==> src/rtl/buffer16_bist.sv <==
// buffer16_bist -- built-in self test for a 16-bit buffer-like device.
// A Galois LFSR (mask 16'hB400) drives dut_in. After SETTLE cycles the
// response is compared with dut_in. Mismatches and checked vectors are
// counted. busy follows the SETTLE/CHECK states. done and pass rise one
// cycle after the FSM reaches DONE and clear on the edge that samples a new
// start.
// Optional feature: define BUFFER16_BIST_FAIL_CAPTURE_EN to add fail_valid,
// fail_in and fail_out. These capture the first mismatching vector of a run.
module buffer16_bist #(
  parameter int unsigned NUM_VECTORS = 10000,
  parameter logic [15:0] SEED        = 16'hACE1,
  parameter int unsigned SETTLE      = 1
) (
  input  logic        clk,
  input  logic        rst_n,
  input  logic        start,
  input  logic [15:0] dut_out,
  output logic [15:0] dut_in,
  output logic        busy,
  output logic        done,
  output logic        pass,
  output logic [15:0] err_count,
  output logic [15:0] vec_count
`ifdef BUFFER16_BIST_FAIL_CAPTURE_EN
  ,
  output logic        fail_valid,
  output logic [15:0] fail_in,
  output logic [15:0] fail_out
`endif
);

  // An all-zero LFSR state would lock up, so a zero seed becomes 1.
  localparam logic [15:0] SEED_EFF    = (SEED == 16'h0000) ? 16'h0001 : SEED;
  localparam logic [15:0] NUM_VEC_W   = 16'(NUM_VECTORS);
  localparam logic [3:0]  SETTLE_LAST = 4'(SETTLE - 1);

  typedef enum logic [1:0] {
    ST_IDLE   = 2'd0,
    ST_SETTLE = 2'd1,
    ST_CHECK  = 2'd2,
    ST_DONE   = 2'd3
  } state_t;

  // Right-shifting Galois step. It never maps a nonzero state to zero.
  function automatic logic [15:0] lfsr_next(input logic [15:0] x);
    lfsr_next = (x >> 1) ^ (x[0] ? 16'hB400 : 16'h0000);
  endfunction

  state_t      state_r;
  state_t      state_s;
  logic [3:0]  settle_cnt_r;
  logic [15:0] dut_in_r;
  logic [15:0] err_count_r;
  logic [15:0] vec_count_r;
  logic        busy_r;
  logic        done_r;
  logic        pass_r;

  logic        start_run_s;
  logic        mismatch_s;
  logic [15:0] vec_inc_s;
  logic        last_vec_s;
  logic        busy_s;
  logic        done_s;
  logic        pass_s;

  // Decode run start, compare result and end-of-run from current state.
  always_comb begin
    start_run_s = 1'b0;
    if ((state_r == ST_IDLE) || (state_r == ST_DONE)) begin
      start_run_s = start;
    end else begin
      start_run_s = 1'b0;
    end
    mismatch_s = (dut_out != dut_in_r);
    vec_inc_s  = vec_count_r + 16'd1;
    last_vec_s = (vec_inc_s == NUM_VEC_W);
  end

  // FSM state register.
  always_ff @(posedge clk or negedge rst_n) begin
    if (!rst_n) begin
      state_r <= ST_IDLE;
    end else begin
      state_r <= state_s;
    end
  end

  // FSM next-state logic. start is not examined in SETTLE or CHECK.
  always_comb begin
    state_s = state_r;
    case (state_r)
      ST_IDLE, ST_DONE: begin
        if (start) begin
          state_s = ST_SETTLE;
        end else begin
          state_s = state_r;
        end
      end
      ST_SETTLE: begin
        if (settle_cnt_r == SETTLE_LAST) begin
          state_s = ST_CHECK;
        end else begin
          state_s = ST_SETTLE;
        end
      end
      ST_CHECK: begin
        if (last_vec_s) begin
          state_s = ST_DONE;
        end else begin
          state_s = ST_SETTLE;
        end
      end
      default: state_s = ST_IDLE;
    endcase
  end

  // FSM outputs. busy tracks the state. done/pass lag entry to DONE by one
  // cycle and drop as soon as a new start is taken.
  always_comb begin
    busy_s = 1'b0;
    done_s = 1'b0;
    case (state_s)
      ST_SETTLE, ST_CHECK: busy_s = 1'b1;
      default:             busy_s = 1'b0;
    endcase
    if ((state_r == ST_DONE) && (state_s == ST_DONE)) begin
      done_s = 1'b1;
    end else begin
      done_s = 1'b0;
    end
    pass_s = done_s && (err_count_r == 16'h0000);
  end

  // Register the status outputs.
  always_ff @(posedge clk or negedge rst_n) begin
    if (!rst_n) begin
      busy_r <= 1'b0;
      done_r <= 1'b0;
      pass_r <= 1'b0;
    end else begin
      busy_r <= busy_s;
      done_r <= done_s;
      pass_r <= pass_s;
    end
  end

  // Settle counter. It counts cycles spent in SETTLE and is zero everywhere else.
  always_ff @(posedge clk or negedge rst_n) begin
    if (!rst_n) begin
      settle_cnt_r <= 4'd0;
    end else if ((state_r == ST_SETTLE) && (state_s == ST_SETTLE)) begin
      settle_cnt_r <= settle_cnt_r + 4'd1;
    end else begin
      settle_cnt_r <= 4'd0;
    end
  end

  // Stimulus register. It loads on start and advances only after a CHECK.
  always_ff @(posedge clk or negedge rst_n) begin
    if (!rst_n) begin
      dut_in_r <= 16'h0000;
    end else if (start_run_s) begin
      dut_in_r <= SEED_EFF;
    end else if ((state_r == ST_CHECK) && !last_vec_s) begin
      dut_in_r <= lfsr_next(dut_in_r);
    end else begin
      dut_in_r <= dut_in_r;
    end
  end

  // Vector and saturating error counters.
  always_ff @(posedge clk or negedge rst_n) begin
    if (!rst_n) begin
      err_count_r <= 16'h0000;
      vec_count_r <= 16'h0000;
    end else if (start_run_s) begin
      err_count_r <= 16'h0000;
      vec_count_r <= 16'h0000;
    end else if (state_r == ST_CHECK) begin
      vec_count_r <= vec_inc_s;
      if (mismatch_s && (err_count_r != 16'hFFFF)) begin
        err_count_r <= err_count_r + 16'd1;
      end else begin
        err_count_r <= err_count_r;
      end
    end else begin
      err_count_r <= err_count_r;
      vec_count_r <= vec_count_r;
    end
  end

`ifdef BUFFER16_BIST_FAIL_CAPTURE_EN
  logic        fail_valid_r;
  logic [15:0] fail_in_r;
  logic [15:0] fail_out_r;

  // Capture only the first mismatching vector of each run.
  always_ff @(posedge clk or negedge rst_n) begin
    if (!rst_n) begin
      fail_valid_r <= 1'b0;
      fail_in_r    <= 16'h0000;
      fail_out_r   <= 16'h0000;
    end else if (start_run_s) begin
      fail_valid_r <= 1'b0;
      fail_in_r    <= 16'h0000;
      fail_out_r   <= 16'h0000;
    end else if ((state_r == ST_CHECK) && mismatch_s && !fail_valid_r) begin
      fail_valid_r <= 1'b1;
      fail_in_r    <= dut_in_r;
      fail_out_r   <= dut_out;
    end else begin
      fail_valid_r <= fail_valid_r;
      fail_in_r    <= fail_in_r;
      fail_out_r   <= fail_out_r;
    end
  end

  assign fail_valid = fail_valid_r;
  assign fail_in    = fail_in_r;
  assign fail_out   = fail_out_r;
`endif

  assign dut_in    = dut_in_r;
  assign busy      = busy_r;
  assign done      = done_r;
  assign pass      = pass_r;
  assign err_count = err_count_r;
  assign vec_count = vec_count_r;

endmodule
==> config.mk <==
export PLATFORM = sky130hd
export DESIGN_NAME = buffer16_bist
export DESIGN_NICKNAME = d
export VERILOG_FILES = /design/src/rtl/buffer16_bist.sv
export SDC_FILE = /design/constraint.sdc
export NUM_CORES = 1
export LEC_CHECK = 0
export ABC_AREA = 1
export CORE_MARGIN = 5
export CORE_UTILIZATION = 40
export CTS_CLUSTER_DIAMETER = 120
export CTS_CLUSTER_SIZE = 40
export DETAILED_ROUTE_END_ITERATION = 16
export GPL_TIMING_DRIVEN = 1
export PLACE_DENSITY_LB_ADDON = 0.05
export SYNTH_ARGS = -nofsm -noshare
export SYNTH_HDL_FRONTEND = slang
export SYNTH_SLANG_ARGS = --single-unit
==> constraint.sdc <==
create_clock -name clk -period 2.3 [get_ports clk]
set_input_delay 0.575 -clock clk [delete_from_list [all_inputs] [get_ports clk]]
set_output_delay 0.575 -clock clk [all_outputs]
set_load 0.05 [all_outputs]
==> impl_metrics.ini, run 1 <==
[yosys]
avgSynthCellArea_um2 = 7.82
ys_seq_area_frac = 0.417
synth-seq-cells = 57
syn_nets = 467
synth_area_um2 = 3420
synth_top_area_share = 0.417
ys_warn_count = 0
synth_ff_type = dfrtp_1
synthTopCellsByCount = nand2_1 (96), dfrtp_1 (57), inv_1 (54)
yosysMostFrequentCell = nand2_1
post-synth-top-area-cell = dfrtp_1
synth_edf_count = 0
synth.distinct_cells = 28
netlist_instances = 438
ys_top_cells_by_area = dfrtp_1 (42%), nand2_1 (11%), inv_1 (5.9%)
async_flop_share = 1.00

[clocking]
clock-sinks = 57
clk_pin_slew_ns = 0.07
clockBufferDepth = 2
cts_root_buffer = clkbuf_8
cts_hold_buf = 0
clkLatencyLatePin_ns = 0.34
cts-htree-levels = 3
cts_tree = built
numCtsBuffers = 9

[cells_and_area]
syn2layout_area_growth_pct = 33.4
fin_util = 0.550
fillCellCount = 799
drive_gt1_frac = 0.143
diodes = 0
fin_nets = 549
instances_no_fill = 630

[floorplanning]
dieArea_um2 = 10500
floorplan.rows = 33
pin_count = 70
initial_core_util = 0.413
core_area_um2 = 8300
die_x_um = 103
die_y_um = 103

[sta]
worst_slew_pin_slew_ns = 0.514
setup_viol = 1
setup_ws_ns = -0.0131
period_share = 1.01
fin_crit_ns = 2.31
rsz0062_at_grt = true
max_freq_mhz = 432
relSlewSlack = 0.656
final_max_slew_viol_count = 0
fin_setup_tns_ns = -0.0131
fin_skew_ns = 0.0102
hold_viol = 0

[placement]
post-place-ws_ns = -0.117
port_buffers = 69
dp_cells = 614
place_congestion = 0.845
hpwl_um = 6650

[setup_path]
regToRegStartpoint = vec_count[0]
r2r_slack_ns = -0.01
path_delay_family = simple AND/OR/NAND/NOR gates
crit_slowest_cell = dfrtp_2
required_ns = 2.54
timing.rr.end = pass
crit_top_cell = nand2_1
cp_cell_sequence = ha_4 > nand2_1 > nor2_2 > nand2_1 > nand2_1 > nand2_1 > nor2_2 > nand2_1 > nor2_2 > nand4_1 > nand2_1 > nand2_2 > inv_1 > ha_2 > nand2_2 > nor3_2 > nand3_1 > nor4_2
path_class = register to register
path_max_fanout = 3
end_kind = register
reg2regPathDepth = 18
crit_arrival_ns = 2.55
crit_buf_inv = 1
crit_path_start_kind = register
cpPeakStageDelay_ns = 0.40

[detailed_routing]
drcViolationCount = 0
drt-pass1-iter-count = 5
ant_nets = 0
route.vias.total = 3157
via_per_inst = 5.01
drt-initial-drc-count = 98
routed_wl_um = 8760
post_drt_wl_per_cell_um = 13.9

[global_route]
grt_max_degree = 24
grt_overflow = 0
track_usage = 0.177
grt_pass1_wl_um = 14600
grt_pass1_vias = 3093
antenna_found_initial = 0

[pwr]
p_leak_nw = 2.03
ir_worst_vdd_mv = 0.313
cellPowerDensity_nw_per_um2 = 450

[status]
violations = setup timing
status = finished, violations left

[flow_run]
max_cap_violations = 0

[hold_path]
min_path_type = input pin to asynchronous set/reset pin
cell type report:
| class | count | area [um^2] | share of cell area |
|---|---|---|---|
| flip-flops and latches | 57 | 1440 | 0.315 |
| inverters | 55 | 206 | 0.0452 |
| multi-input cells | 316 | 1810 | 0.395 |
| clock inverters | 3 | 40.0 | 0.00877 |
| repair buffers | 81 | 788 | 0.173 |
| clock buffers | 13 | 159 | 0.0348 |
| well taps | 105 | 131 | 0.0288 |
logic make-up after synthesis:
logic type               Yosys count  synth area share
AND/OR/NAND/NOR                  223             0.304
buffers and inverters             65            0.0753
flip-flops                        57             0.417
AO/OA/AOI/OAI                     52            0.0881
XOR/XNOR                          31            0.0793
adder cells (fa/ha/maj)           10            0.0365
flip-flops by register name, summed over array words and instances (netlist names):
name	count
busy	1
dut_in	16
done	1
err_count	16
state_r	2
vec_count	16
pass	1
settle_cnt_r	4
cells in the final DEF, fill, tap and decap left out, drive strengths merged:
cell type / netlist / layout
a21oi: 4 / 4
buf: 4 / 14
bufinv: 0 / 1
clkbuf: 6 / 13
clkdlybuf4s50: 0 / 66
clkinv: 1 / 3
dfrtp: 57 / 57
dlymetal6s2s: 0 / 1
ha: 10 / 10
inv: 54 / 54
nand2: 101 / 101
nand3: 43 / 43
nand4: 12 / 12
nor2: 51 / 51
nor3: 11 / 11
nor4: 3 / 3
o211ai: 1 / 1
o21ai: 39 / 39
o22ai: 6 / 6
o31ai: 2 / 2
or2: 2 / 2
xnor2: 16 / 16
xor2: 15 / 15
report_power, final:
part	switching (mW)	internal, mW
Sequential	0.00262	1.00
Clock	0.399	0.557
Combinational	0.0481	0.0456
repair_timing:
item                                    in CTS  in global routing
pin swaps                                    0                  1
endpoints found under the setup margin       1                  6
setup buffers                                0                  0
cloned                                       0                  0
resized for setup                            3                 12
layer usage:
layer | vias up | part of all wire | track usage | wire length [um]
met2 | 62 | 0.47 | 0.283 | 4090
met1 | 1492 | 0.47 | 0.234 | 4140
li1 | 1587 | - | - | -
met5 | - | 0 | 0 | 0
met3 | 16 | 0.044 | 0.0372 | 382
met4 | 0 | 0.017 | 0.0686 | 150
metrics by stage:
step	power (mW)	hold slack [ns]	cell area, um^2
6_report	2.06	0.136	4570
5_1_grt	2.15	0.144	4570
4_1_cts	2.09	0.142	4510
3_5_place_dp	1.12	0.505	4300
3_3_place_gp	1.12	0.485	4300
2_1_floorplan	1.06	0.279	3430
how the worst max path moves through the flow:
stage                       from   end  slack [ns]  cells past startpoint
finish              vec_count[0]  pass       -0.01                     18
global route        vec_count[1]  pass       -0.20                     16
global placement    vec_count[0]  pass        0.02                     17
floorplan           vec_count[1]  pass       0.006                     16
CTS                 vec_count[0]  pass       -0.11                     16
detailed placement  vec_count[0]  pass       -0.12                     18
Note: power is estimated with default switching activity, not from simulation.
==> run 2: changes to the inputs <==
Settings changed: CORE_UTILIZATION 40 to 52.
==> impl_metrics.ini, run 2 (synthesis gave the netlist of run 1 again) <==
[sta]
relSlewSlack = 0.645
setup_ws_ns = -0.0326
final_max_slew_viol_count = 0
worst_slew_pin_slew_ns = 0.532
fin_skew_ns = 0.0116
max_freq_mhz = 429
period_share = 1.01
fin_crit_ns = 2.33
rsz0062_at_grt = true
hold_viol = 0
fin_setup_tns_ns = -0.0326
setup_viol = 1

[floorplanning]
core_area_um2 = 6390
die_y_um = 91.2
dieArea_um2 = 8310
floorplan.rows = 29
initial_core_util = 0.536
die_x_um = 91.2
pin_count = 70

[clocking]
cts_tree = built
clk_pin_slew_ns = 0.07
cts_hold_buf = 0
clockBufferDepth = 2
clock-sinks = 57
cts_root_buffer = clkbuf_8
cts-htree-levels = 3
clkLatencyLatePin_ns = 0.33
numCtsBuffers = 9

[pwr]
power.net_switching_mw = 0.425
power_frac_clock = 0.426
p_leak_nw = 2.17
power_mw = 1.92
cellPowerDensity_nw_per_um2 = 402
ir_worst_vdd_mv = 0.364
p_int_mw = 1.50
comb_power_share = 0.049
seqPwrFrac = 0.524
p_sw_frac = 0.221

[detailed_routing]
drcViolationCount = 0
ant_nets = 0
via_per_inst = 5.43
post_drt_wl_per_cell_um = 14.8
drt-pass1-iter-count = 4
route.vias.total = 3331
routed_wl_um = 9090
drt-initial-drc-count = 196

[setup_path]
crit_buf_inv = 1
path_class = register to register
end_kind = register
cp_cell_sequence = ha_4 > nand3_4 > nor2_4 > nand3_1 > nand2_1 > nand2_2 > nor2_4 > nand4_1 > nand2_1 > nand2_2 > inv_2 > ha_4 > nand2_4 > nor3_4 > nand3_2 > nor4_4
crit_path_start_kind = register
required_ns = 2.52
path_max_fanout = 7
path_delay_family = simple AND/OR/NAND/NOR gates
crit_slowest_cell = dfrtp_2
cpPeakStageDelay_ns = 0.40
reg2regPathDepth = 16
crit_arrival_ns = 2.56
path_depth = 16

[cells_and_area]
final_cell_mix = nand2_1 (84), clkdlybuf4s50_1 (64), inv_1 (53)
regArea_um2 = 1440
drive_gt1_frac = 0.197
stdcell_area_um2 = 4780
fillCellCount = 493
multi_input_area_um2 = 1990
fin_nets = 562
syn2layout_area_growth_pct = 39.5
layout_commonest_cell = nand2_1
diodes = 0

[flow_run]
max_cap_violations = 0

[global_route]
grt_max_degree = 28
grt_pass1_wl_um = 14900
track_usage = 0.219
grt_pass1_vias = 3145
antenna_found_initial = 0
grt_overflow = 0

[placement]
hpwl_um = 6330
port_buffers = 69
post-place-ws_ns = -0.355
place_area_um2 = 4240
place_congestion = 0.886

[status]
violations = setup timing
status = finished, violations left

[hold_path]
min_path_type = input pin to asynchronous set/reset pin
## run 2: cell count changes in the layout (fill, tap and decap cells not counted), sizes merged
cell,before,now
dlymetal6s2s,1,3
clkdlybuf4s50,66,64
clkinv,3,1
clkbuf,13,15
buf,14,25
nand2,101,103
bufinv,1,0
## run 2: through the flow
step,hold slack (ns),std cells,utilization
floorplan,0.279,438,-
global placement,0.482,583,0.664
detailed placement,0.483,583,0.664
CTS,0.156,607,0.714
global route,0.159,614,0.748
finish,0.150,614,0.748
## run 2: metal layers
metal | wire length [um] | GRT usage | up-vias
met5 | 0 | 0 | -
met1 | 3870 | 0.277 | 1610
met2 | 4550 | 0.365 | 86
li1 | - | - | 1617
met3 | 446 | 0.0587 | 18
met4 | 218 | 0.0697 | 0
## run 2: worst paths after layout
path,start,end,slack (ns)
min in group clk,settle_cnt_r[0],settle_cnt_r[0],0.49
worst max register to register,vec_count[1],pass,-0.03
worst min register to register,settle_cnt_r[0],settle_cnt_r[0],0.49
max in group asynchronous,rst_n,dut_in[3],1.51
worst min-delay path,rst_n,vec_count[8],0.15
worst max-delay path,vec_count[1],pass,-0.03
## run 2: worst reg2reg max path, cell delays in order (launching register included)
cell	delay, ns
dfrtp_2	0.40
ha_4	0.18
nand3_4	0.09
nor2_4	0.20
nand3_1	0.09
nand2_1	0.10
nand2_2	0.07
nor2_4	0.12
nand4_1	0.12
nand2_1	0.11
nand2_2	0.07
inv_2	0.07
ha_4	0.13
nand2_4	0.06
nor3_4	0.13
nand3_2	0.11
nor4_4	0.18
## run 2: cell type report
cell class | count | area share
multi-input cells | 318 | 0.416
inverters | 55 | 0.0432
well taps | 77 | 0.0202
repair buffers | 92 | 0.185
flip-flops and latches | 57 | 0.301
clock buffers | 15 | 0.0348
## run 2: what timing repair did
item,in CTS,in global routing
pin swaps,14,29
gates resized for setup,17,43
setup endpoints to repair,1,18
setup buffers,9,7
gates cloned,0,2
## run 2: power groups by stage
stage	sequential [mW]	clock, mW	combinational, mW
2_1_floorplan	1.03	0	0.0240
3_3_place_gp	1.03	0	0.0942
3_5_place_dp	1.03	0	0.0962
4_1_cts	1.01	0.832	0.0967
5_1_grt	1.01	0.894	0.106
6_report	1.01	0.819	0.0948
